--- src/rtl/inventory_pkg.sv ---
// Shared types for the inventory tracker.
package inventory_pkg;

  typedef enum logic {
    ITEM_EMPTY = 1'b0,
    ITEM_HELD  = 1'b1
  } item_state_t;

endpackage

--- src/rtl/inventory_slot.sv ---
// One inventory item: sticky (found once, held until clear/reset) or
// consumable (saturating unit count, held while count is non-zero).
module inventory_slot
  import inventory_pkg::*;
#(
  parameter bit          CONSUMABLE = 1'b0,
  parameter int unsigned CNT_W      = 3
) (
  input  logic             i_clk,
  input  logic             i_reset,
  input  logic             i_found,
  input  logic             i_use,
  input  logic             i_clear,
  output logic             o_have,
  output logic [CNT_W-1:0] o_count,
  output logic             o_acquired,
  output logic             o_use_denied
);

  item_state_t      r_state;
  logic [CNT_W-1:0] r_cnt;
  logic             r_acquired;
  logic             r_use_denied;

  item_state_t      w_state_nxt;
  logic [CNT_W-1:0] w_cnt_nxt;
  logic             w_acquired_nxt;
  logic             w_use_denied_nxt;

  // State register with asynchronous reset; pulses are registered too.
  always_ff @(posedge i_clk or posedge i_reset) begin
    if (i_reset) begin
      r_state      <= ITEM_EMPTY;
      r_cnt        <= '0;
      r_acquired   <= 1'b0;
      r_use_denied <= 1'b0;
    end else begin
      r_state      <= w_state_nxt;
      r_cnt        <= w_cnt_nxt;
      r_acquired   <= w_acquired_nxt;
      r_use_denied <= w_use_denied_nxt;
    end
  end

  // Next-state logic: clear wins; otherwise sticky or consumable update.
  always_comb begin
    w_state_nxt      = r_state;
    w_cnt_nxt        = r_cnt;
    w_use_denied_nxt = 1'b0;
    if (i_clear) begin
      w_state_nxt = ITEM_EMPTY;
      w_cnt_nxt   = '0;
    end else if (CONSUMABLE) begin
      // found and use together cancel out, so only the lone cases act
      if (i_found && !i_use) begin
        if (r_cnt != '1) w_cnt_nxt = r_cnt + CNT_W'(1);
      end else if (i_use && !i_found) begin
        if (r_cnt != '0) w_cnt_nxt = r_cnt - CNT_W'(1);
        else             w_use_denied_nxt = 1'b1;
      end
      w_state_nxt = (w_cnt_nxt != '0) ? ITEM_HELD : ITEM_EMPTY;
    end else begin
      if (i_found) w_state_nxt = ITEM_HELD;
      w_cnt_nxt = (w_state_nxt == ITEM_HELD) ? CNT_W'(1) : '0;
    end
    w_acquired_nxt = (r_state == ITEM_EMPTY) && (w_state_nxt == ITEM_HELD);
  end

  // Output decode from registered state.
  always_comb begin
    o_have       = (r_state == ITEM_HELD);
    o_count      = r_cnt;
    o_acquired   = r_acquired;
    o_use_denied = r_use_denied;
  end

endmodule

--- src/rtl/inventory_fsm.sv ---
// Inventory tracker: NUM_ITEMS independent slots plus an all-held flag.
module inventory_fsm
  import inventory_pkg::*;
#(
  parameter int unsigned          NUM_ITEMS       = 4,
  parameter int unsigned          CNT_W           = 3,
  parameter logic [NUM_ITEMS-1:0] CONSUMABLE_MASK = '0
) (
  input  logic                       i_clk,
  input  logic                       i_reset,
  input  logic [NUM_ITEMS-1:0]       i_found,
  input  logic [NUM_ITEMS-1:0]       i_use,
  input  logic                       i_clear,
  output logic [NUM_ITEMS-1:0]       o_have,
  output logic [NUM_ITEMS*CNT_W-1:0] o_count,
  output logic                       o_all_found,
  output logic [NUM_ITEMS-1:0]       o_acquired,
  output logic [NUM_ITEMS-1:0]       o_use_denied
);

  for (genvar g = 0; g < NUM_ITEMS; g++) begin : g_slot
    inventory_slot #(
      .CONSUMABLE (CONSUMABLE_MASK[g]),
      .CNT_W      (CNT_W)
    ) u_slot (
      .i_clk        (i_clk),
      .i_reset      (i_reset),
      .i_found      (i_found[g]),
      .i_use        (i_use[g]),
      .i_clear      (i_clear),
      .o_have       (o_have[g]),
      .o_count      (o_count[g*CNT_W +: CNT_W]),
      .o_acquired   (o_acquired[g]),
      .o_use_denied (o_use_denied[g])
    );
  end

  // All-held flag is purely combinational on the registered have bits.
  always_comb begin
    o_all_found = &o_have;
  end

endmodule

--- config.mk ---
export PLATFORM = sky130hd
export DESIGN_NAME = inventory_fsm
export DESIGN_NICKNAME = d
export VERILOG_FILES = /design/src/rtl/inventory_pkg.sv /design/src/rtl/inventory_slot.sv /design/src/rtl/inventory_fsm.sv
export SDC_FILE = /design/constraint.sdc
export NUM_CORES = 1
export LEC_CHECK = 0
export ABC_CLOCK_PERIOD_IN_PS = 2100
export CAP_MARGIN = 20
export CORE_AREA = 10 10 48 50
export DETAILED_ROUTE_END_ITERATION = 8
export DIE_AREA = 0 0 58 60
export PLACE_DENSITY_LB_ADDON = 0.1
export SETUP_SLACK_MARGIN = 0.1
export SYNTH_ARGS = -nofsm -noshare
export SYNTH_HDL_FRONTEND = slang
export SYNTH_HIERARCHICAL = 1
export SYNTH_SLANG_ARGS = --single-unit
--- constraint.sdc ---
create_clock -name i_clk -period 2.1 [get_ports i_clk]
set_input_delay 0.21 -clock i_clk [delete_from_list [all_inputs] [get_ports i_clk]]
set_output_delay 0.21 -clock i_clk [all_outputs]
set_load 0.005 [all_outputs]
==> flow_summary.yaml <==
sta:
  fmax_ghz: 0.627
  finalSetupTns_ns: 0
  finalHoldViolations: 0
  finalCritPeriodShare_pct: 75.9
  slew_viol_final: 0
  period_needed_ns: 1.59
  setup_viol_count_final: 0
  rsz0062_at_grt: "no"
  clock_skew_ns: 0.000197
detailed_routing:
  wirelength_mm: 1.02
  drt_iter0_markers: 2
  met1_length_um: 373
  vias_per_cell: 3.80
  drc: 0
  routed-wl-met3_um: 140
  wl_met2_um: 504
  firstDrtPassIters: 3
  dr.max_layer_used: "met3"
  vias: 270
  wl_per_cell_um: 14.3
  ant_nets: 0
die:
  die_area_mm2: 0.00348
  fp.dieW_um: 58
  initial_utilization_pct: 31.3
  die_h_um: 60
  num_rows: 14
  core_mm2: 0.00144
  num_io_pins: 36
critical_path:
  slowest_delay_ns: 0.50
  critPathCaptureType: "output pin"
  cp-start-kind: "flip-flop"
  cp_max_fo: 5
  r2r_cells: 1
  rrSetupSlack_ns: 1.37
  path_class: "flip-flop to output pin"
  crit_arrival_ns: 1.38
  crit_chain: "and4_1, clkdlybuf4s50_1"
  crit_path_top_delay_cell: "clkdlybuf4s50_1"
  worstPathRequired_ns: 1.89
  timing.rr.end: "g_slot[3].u_slot/o_count[0]"
  r2r_start: "g_slot[3].u_slot/o_count[0]"
grt:
  grt_pass1_wl_mm: 1.74
  antenna_found_initial: 0
  grt_max_degree: 9
  grt_pass1_vias: 340
  gr-usage-all-layers_pct: 6.78
  overflow: 0
yosys:
  yosys_warnings: 6
  ys_ff_latch: 8
  yosysSeqAreaShare_pct: 44.6
  yosys.cell_types.count: 7
  avgSynthCellArea_um2: 11.0
  synth_area_um2: 449
  synth_cells: 41
power:
  p_leak_nw: 0.297
  power_density_mw_per_mm2: 593
  ir_worst_vdd_mv: 0.204
placement:
  dpl_cell_area_um2: 569
  dpl.hpwl_um: 865
  io_buffers: 19
  gp_congestion: 0.658
  placed_cells: 68
clock_tree:
  cts_setup_buffers: 0
  cts_sinks: 8
  clock_latency_ns: 0.24
  root_buffer: "clkbuf_4"
  post_cts_resized: 0
  clk_pin_slew_ns: 0.05
  holdBufCountCts: 0
  cts_made_buffers: 3
  htree_levels: 1
  cts.path.max_buffers: 2
  cts_tree: "yes"
run_status:
  outcome: "finished, final reports clean"
layout:
  multi_input_area_um2: 144
  fillers: 150
  area_growth_pct: 31.8
  mostFrequentLayoutCells: "19 x clkdlybuf4s50_1, 12 x conb_1, 8 x dfrtp_1"
  register_area_um2: 200
  fin_area_um2: 592
  fin_util_pct: 41.2
  drive_above_1_share_pct: 12.7
  fin_cells: 71
  antenna_cells: 0
  nets: 68
  final_common_cell: "clkdlybuf4s50_1"
run:
  max_cap_viol_count: 0
worst_hold_path:
  hp-class: "input port to async pin"
cell usage after synthesis:
cell	number	area share, %
o21ba_1	4	8.9
nor3b_2	4	11
dfrtp_1	8	45
and4_1	1	2.0
buf_4	16	27
inv_1	4	3.3
conb_1	4	3.3
report_power, final:
group          switching (mW)  total (mW)  internal (mW)
Combinational          0.0243      0.0665         0.0422
Clock                  0.0467       0.112         0.0650
Sequential            0.00893       0.172          0.164
how the worst max path moves through the flow:
stage | start | end | slack (ns) | cells past startpoint
detailed placement | g_slot[0].u_slot/o_count[0] | o_all_found | 0.76 | 2
CTS | g_slot[0].u_slot/o_count[0] | o_all_found | 0.48 | 2
finish | g_slot[0].u_slot/o_count[0] | o_all_found | 0.51 | 2
global route | g_slot[0].u_slot/o_count[0] | o_all_found | 0.41 | 2
global placement | g_slot[0].u_slot/o_count[0] | o_all_found | 0.77 | 2
floorplan | g_slot[2].u_slot/o_count[0] | o_all_found | 1.27 | 1
stage by stage:
stage	worst slack [ns]	hold slack [ns]	power (mW)
floorplan	1.27	-0.0488	0.216
global placement	0.768	0.490	0.240
detailed placement	0.758	0.500	0.242
CTS	0.477	0.234	0.359
global route	0.410	0.242	0.378
finish	0.506	0.240	0.351
state kept, by name, indices dropped and copies added (netlist names):
signal and count:
g_slot.u_slot/o_acquired 4, g_slot.u_slot/o_count 4
metal layers:
metal | global-route usage [%] | vias to the layer above
li1 | - | 127
met1 | 6.38 | 125
met2 | 10.7 | 18
met3 | 4.66 | 0
met4 | 4.03 | 0
met5 | 0 | -
layout make-up:
type | count | area share [%]
sequential | 8 | 33.8
clock buffer | 3 | 3.81
multi-input combinational | 21 | 24.3
timing repair buffer | 19 | 32.1
tap | 16 | 3.38
inverter | 4 | 2.54
kinds of logic (layout without fill, tap and decap cells):
| kind of cell | Yosys count | count (layout) | synth area share, % |
|---|---|---|---|
| AO/OA/AOI/OAI | 4 | 4 | 8.91 |
| flip-flops | 8 | 8 | 44.6 |
| other | 4 | 12 | 3.34 |
| buffers and inverters | 20 | 26 | 30.1 |
| AND/OR/NAND/NOR | 5 | 5 | 13.1 |
critical path, delay by kind of cell (launching register included):
family,cells,cell delay (ns)
and+or+nand+nor,1,0.21
DFF,1,0.43
buffers and inverters,1,0.50
(Power assumes the default switching activity.)
==> edit 1, RTL diff (same settings) <==
`CNT_W` is set to 3 in 2 places; all go to 6.
--- a/src/rtl/inventory_slot.sv
+++ b/src/rtl/inventory_slot.sv
@@ -4,7 +4,7 @@
   import inventory_pkg::*;
 #(
   parameter bit          CONSUMABLE = 1'b0,
-  parameter int unsigned CNT_W      = 3
+  parameter int unsigned CNT_W      = 6
 ) (
   input  logic             i_clk,
   input  logic             i_reset,
--- a/src/rtl/inventory_fsm.sv
+++ b/src/rtl/inventory_fsm.sv
@@ -3,7 +3,7 @@
   import inventory_pkg::*;
 #(
   parameter int unsigned          NUM_ITEMS       = 4,
-  parameter int unsigned          CNT_W           = 3,
+  parameter int unsigned          CNT_W           = 6,
   parameter logic [NUM_ITEMS-1:0] CONSUMABLE_MASK = '0
 ) (
   input  logic                       i_clk,
Ports: changed (resized o_count); port bits go from 36 to 48. The function was not compared with the original's and may differ.
==> edit 1 against the original RTL <==
  * Sequential cell count is the same
  * Power up 1.6%
  * Largest cell class unchanged
  * Synthesized area rose by 20%
  * Clock skew is essentially flat
  * Sequential power about the same
  * Final area up 7.6%
  * Worst setup slack got worse by 0.0036 ns
  * Largest power group unchanged
  * Die area did not move
  * Critical endpoint unchanged
  * Worst hold slack worse by 0.023 ns
  * Via count grew 16%
  * Routed wire length is 5.3% higher
  * Global-route usage down 0.52 points
==> edit 1: results <==
export IMPL_peakVddDrop_mv=0.2742
export IMPL_initialDrtViolationCount=3
export IMPL_placed_cells=80
export IMPL_io_buffers=19
export IMPL_wirelength_met1_um=313
export IMPL_p_seq_mw=0.172
export IMPL_grt_start_max_net_pins=9
export IMPL_fin_cells=83
export IMPL_wl_met3_um=218
export IMPL_clock_path_buffers=2
export IMPL_status="completed"
export IMPL_seq_power_share_pct=48.2
export IMPL_met1_usage_pct=4.562
export IMPL_finalWeightedCongestion=0.6122
export IMPL_via_count=312
export IMPL_cts_resized=0
export IMPL_dr_wl_met2_um=541
export IMPL_drt_first_pass_iters=2
export IMPL_grt_use_met3_pct=6.356
export IMPL_yosys_top_cells_count="buf_4, dfrtp_1"
export IMPL_cts_buffers=3
export IMPL_synthCells=53
export IMPL_synth_warnings=6
export IMPL_seq_area_frac_synth_pct=37.12
export IMPL_p_int_mw=0.2708
export IMPL_dpl_hpwl_um=942.7
export IMPL_clk_latency_ns=0.24
export IMPL_leakage_nw=0.3360
export IMPL_r2r_end="g_slot[2].u_slot/o_count[0]"
export IMPL_diodes=0
export IMPL_clk_pin_slew_worst_paths_ns=0.05
export IMPL_drive_above_1_share_pct=10.45
export IMPL_timing_rr_start="g_slot[2].u_slot/o_count[0]"
export IMPL_post_cts_buffers=0
export IMPL_clock_skew_ns=0.00001393
export IMPL_synth_top_flop_cell="dfrtp_1"
export IMPL_gr_usage_met2_pct=9.969
export IMPL_rr_worst_depth=1
export IMPL_grt_pass1_wl_um=1704
export IMPL_synth_area_leaders="buf_4, dfrtp_1, nor3b_2"
export IMPL_setup_tns_ns=0
export IMPL_routedWlPerCell_um=12.92
export IMPL_grt_pass1_vias=378
export IMPL_grt_util_all_layers_pct=6.255
export IMPL_place_area_sq_um=614.3
export IMPL_fillerInstances=159
edit 1: cell count changes after synthesis:
cell,unedited run,this run
buf_4,16,28
edit 1: critical path: cells and delay by family (launching register included):
| family | cells | cell delay, ns |
|---|---|---|
| buf+inv | 1 | 0.51 |
| flops | 1 | 0.42 |
| simple gates | 1 | 0.22 |
edit 1: metrics by stage:
step / setup slack [ns] / hold slack [ns]
2_1_floorplan: 1.267 / -0.04882
4_1_cts: 0.4724 / 0.2266
3_3_place_gp: 0.7645 / 0.4850
5_1_grt: 0.4126 / 0.2596
6_report: 0.5027 / 0.2165
3_5_place_dp: 0.7522 / 0.4918
edit 1: worst max path at each step:
stage / from / endpoint / cells after the start
global route: g_slot[2].u_slot/o_count[0] / o_all_found / 2
finish: g_slot[2].u_slot/o_count[0] / o_all_found / 2
detailed placement: g_slot[2].u_slot/o_count[0] / o_all_found / 2
floorplan: g_slot[2].u_slot/o_count[0] / o_all_found / 1
CTS: g_slot[2].u_slot/o_count[0] / o_all_found / 2
global placement: g_slot[2].u_slot/o_count[0] / o_all_found / 2
edit 1: cells by family (layout without fill, tap and decap cells):
logic type / after synthesis / in the layout / share of synthesized area (%)
other cells: 4 / 24 / 2.783
buf+inv: 32 / 26 / 41.76
simple gates: 5 / 5 / 10.91
flops: 8 / 8 / 37.12
compound gates: 4 / 4 / 7.425
edit 1: cell type report:
cell class,instances,area [sq um],area share (%)
multi-input combinational,33,188.9,29.67
timing repair buffer,19,190.2,29.86
sequential,8,200.2,31.43
tap,16,20.02,3.143
clock buffer,3,22.52,3.536
inverter,4,15.01,2.358
==> edit 2, RTL diff (same flow settings) <==
Without the edit above. Register the output `o_all_found`; this adds one clock of latency there. The other outputs are not delayed to match.
--- a/src/rtl/inventory_fsm.sv
+++ b/src/rtl/inventory_fsm.sv
@@ -18,6 +18,8 @@
   output logic [NUM_ITEMS-1:0]       o_use_denied
 );
 
+  logic o_all_found_d;
+
   for (genvar g = 0; g < NUM_ITEMS; g++) begin : g_slot
     inventory_slot #(
       .CONSUMABLE (CONSUMABLE_MASK[g]),
@@ -37,7 +39,11 @@
 
   // All-held flag is purely combinational on the registered have bits.
   always_comb begin
-    o_all_found = &o_have;
+    o_all_found_d = &o_have;
+  end
+
+  always_ff @(posedge i_clk) begin
+    o_all_found <= o_all_found_d;
   end
 
 endmodule
Function: changed (Yosys sat finds a counterexample within 4 cycles, from zero or initial values and one cycle with i_reset high).
==> edit 2 against the original RTL <==
  * Final area grew 4.0%
  * Synthesized area grew 4.5%
  * Power grew 10%
  * Highest routed layer is now met4
  * Worst setup slack gained 0.17 ns
  * Die area is the same
  * Sequential cell count grew 1
  * Worst hold slack lost 0.014 ns
  * Routed wire length grew 2.7%
  * Synthesized cell count grew 2.4%
==> edit 2: results <==
export IMPL_status="completed"
export IMPL_via_count=293
export IMPL_async_flop_share_pct=88.89
export IMPL_leakage_nw=0.3064
export IMPL_synth_area_leaders="dfrtp_1, buf_4, nor3b_2"
export IMPL_fillerInstances=148
export IMPL_grt_pass1_wl_um=1718
export IMPL_drt_first_pass_iters=2
export IMPL_synthCells=42
export IMPL_cts_buffers=3
export IMPL_finalWeightedCongestion=0.6788
export IMPL_seq_area_frac_synth_pct=46.93
export IMPL_cts_resized=0
export IMPL_diodes=0
export IMPL_peakVddDrop_mv=0.2334
export IMPL_slowest_delay_ns=0.54
export IMPL_drive_above_1_share_pct=12.28
export IMPL_routedWlPerCell_um=14.32
export IMPL_arrival_ns=1.21
export IMPL_grt_pass1_vias=358
export IMPL_r2r_end="o_all_found"
export IMPL_fin_cells=73
export IMPL_yosysUniqueCellTypes=8
export IMPL_synth_compound_area_share_pct=8.533
export IMPL_clock_skew_ns=0.001856
export IMPL_dpl_hpwl_um=869.6
export IMPL_met1_usage_pct=5.415
export IMPL_final_nets=69
export IMPL_gr_usage_met2_pct=10.89
export IMPL_grt_util_all_layers_pct=6.865
export IMPL_timing_rr_start="g_slot[2].u_slot/o_count[0]"
export IMPL_worstSetupEndpoint="o_have[0]"
export IMPL_grt_use_met3_pct=4.025
[edit 2: final cells by class]
| class | count | area share [%] |
|---|---|---|
| Tap cell | 16 | 3.252 |
| Clock buffer | 4 | 4.268 |
| Inverter | 4 | 2.439 |
| Sequential cell | 9 | 35.77 |
| Timing Repair Buffer | 19 | 30.89 |
| Multi-Input combinational cell | 21 | 23.37 |
[edit 2: power breakdown]
part	switching, mW	internal [mW]	leakage (nW)	total [mW]
Clock	0.0559	0.0729	0.0150	0.129
Sequential	0.00867	0.182	0.111	0.191
Combinational	0.0243	0.0422	0.180	0.0666
Total	0.0889	0.298	0.306	0.387
[edit 2: how the worst min path moves through the flow]
stage / slack [ns] / start / endpoint / cells past startpoint
2_1_floorplan: -0.05 / i_reset / g_slot[0].u_slot/o_acquired / 1
3_3_place_gp: 0.49 / i_reset / g_slot[3].u_slot/o_count[0] / 2
3_5_place_dp: 0.49 / i_reset / g_slot[1].u_slot/o_acquired / 2
4_1_cts: 0.21 / i_reset / g_slot[1].u_slot/o_acquired / 2
5_1_grt: 0.21 / i_reset / g_slot[0].u_slot/o_acquired / 2
6_report: 0.23 / i_reset / g_slot[1].u_slot/o_acquired / 2
[edit 2: through the flow]
stage          instance area, sq um  power (mW)  setup WS [ns]  hold WS, ns  util (%)
3_3_place_gp                  589.3      0.2591         0.9159       0.4907     41.03
5_1_grt                       615.6      0.4166         0.5884       0.2134     42.86
2_1_floorplan                 499.2      0.2358          1.342     -0.04882         -
3_5_place_dp                  589.3      0.2614         0.8749       0.4888     41.03
6_report                      615.6      0.3865         0.6759       0.2260     42.86
4_1_cts                       615.6      0.3963         0.6472       0.2138     42.86
[edit 2: routing by layer]
layer  part of all wire (%)  wire, um
met5                      0         0
met4                    2.0        21
met3                     12       125
met2                     55       579
met1                     30       318
[edit 2: cells by family (layout without fill, tap and decap cells)]
family / count (synthesis) / count (layout)
other: 4 / 12
buffers and inverters: 20 / 27
flip-flops: 9 / 9
AND/OR/NAND/NOR: 5 / 5
AO/OA/AOI/OAI: 4 / 4
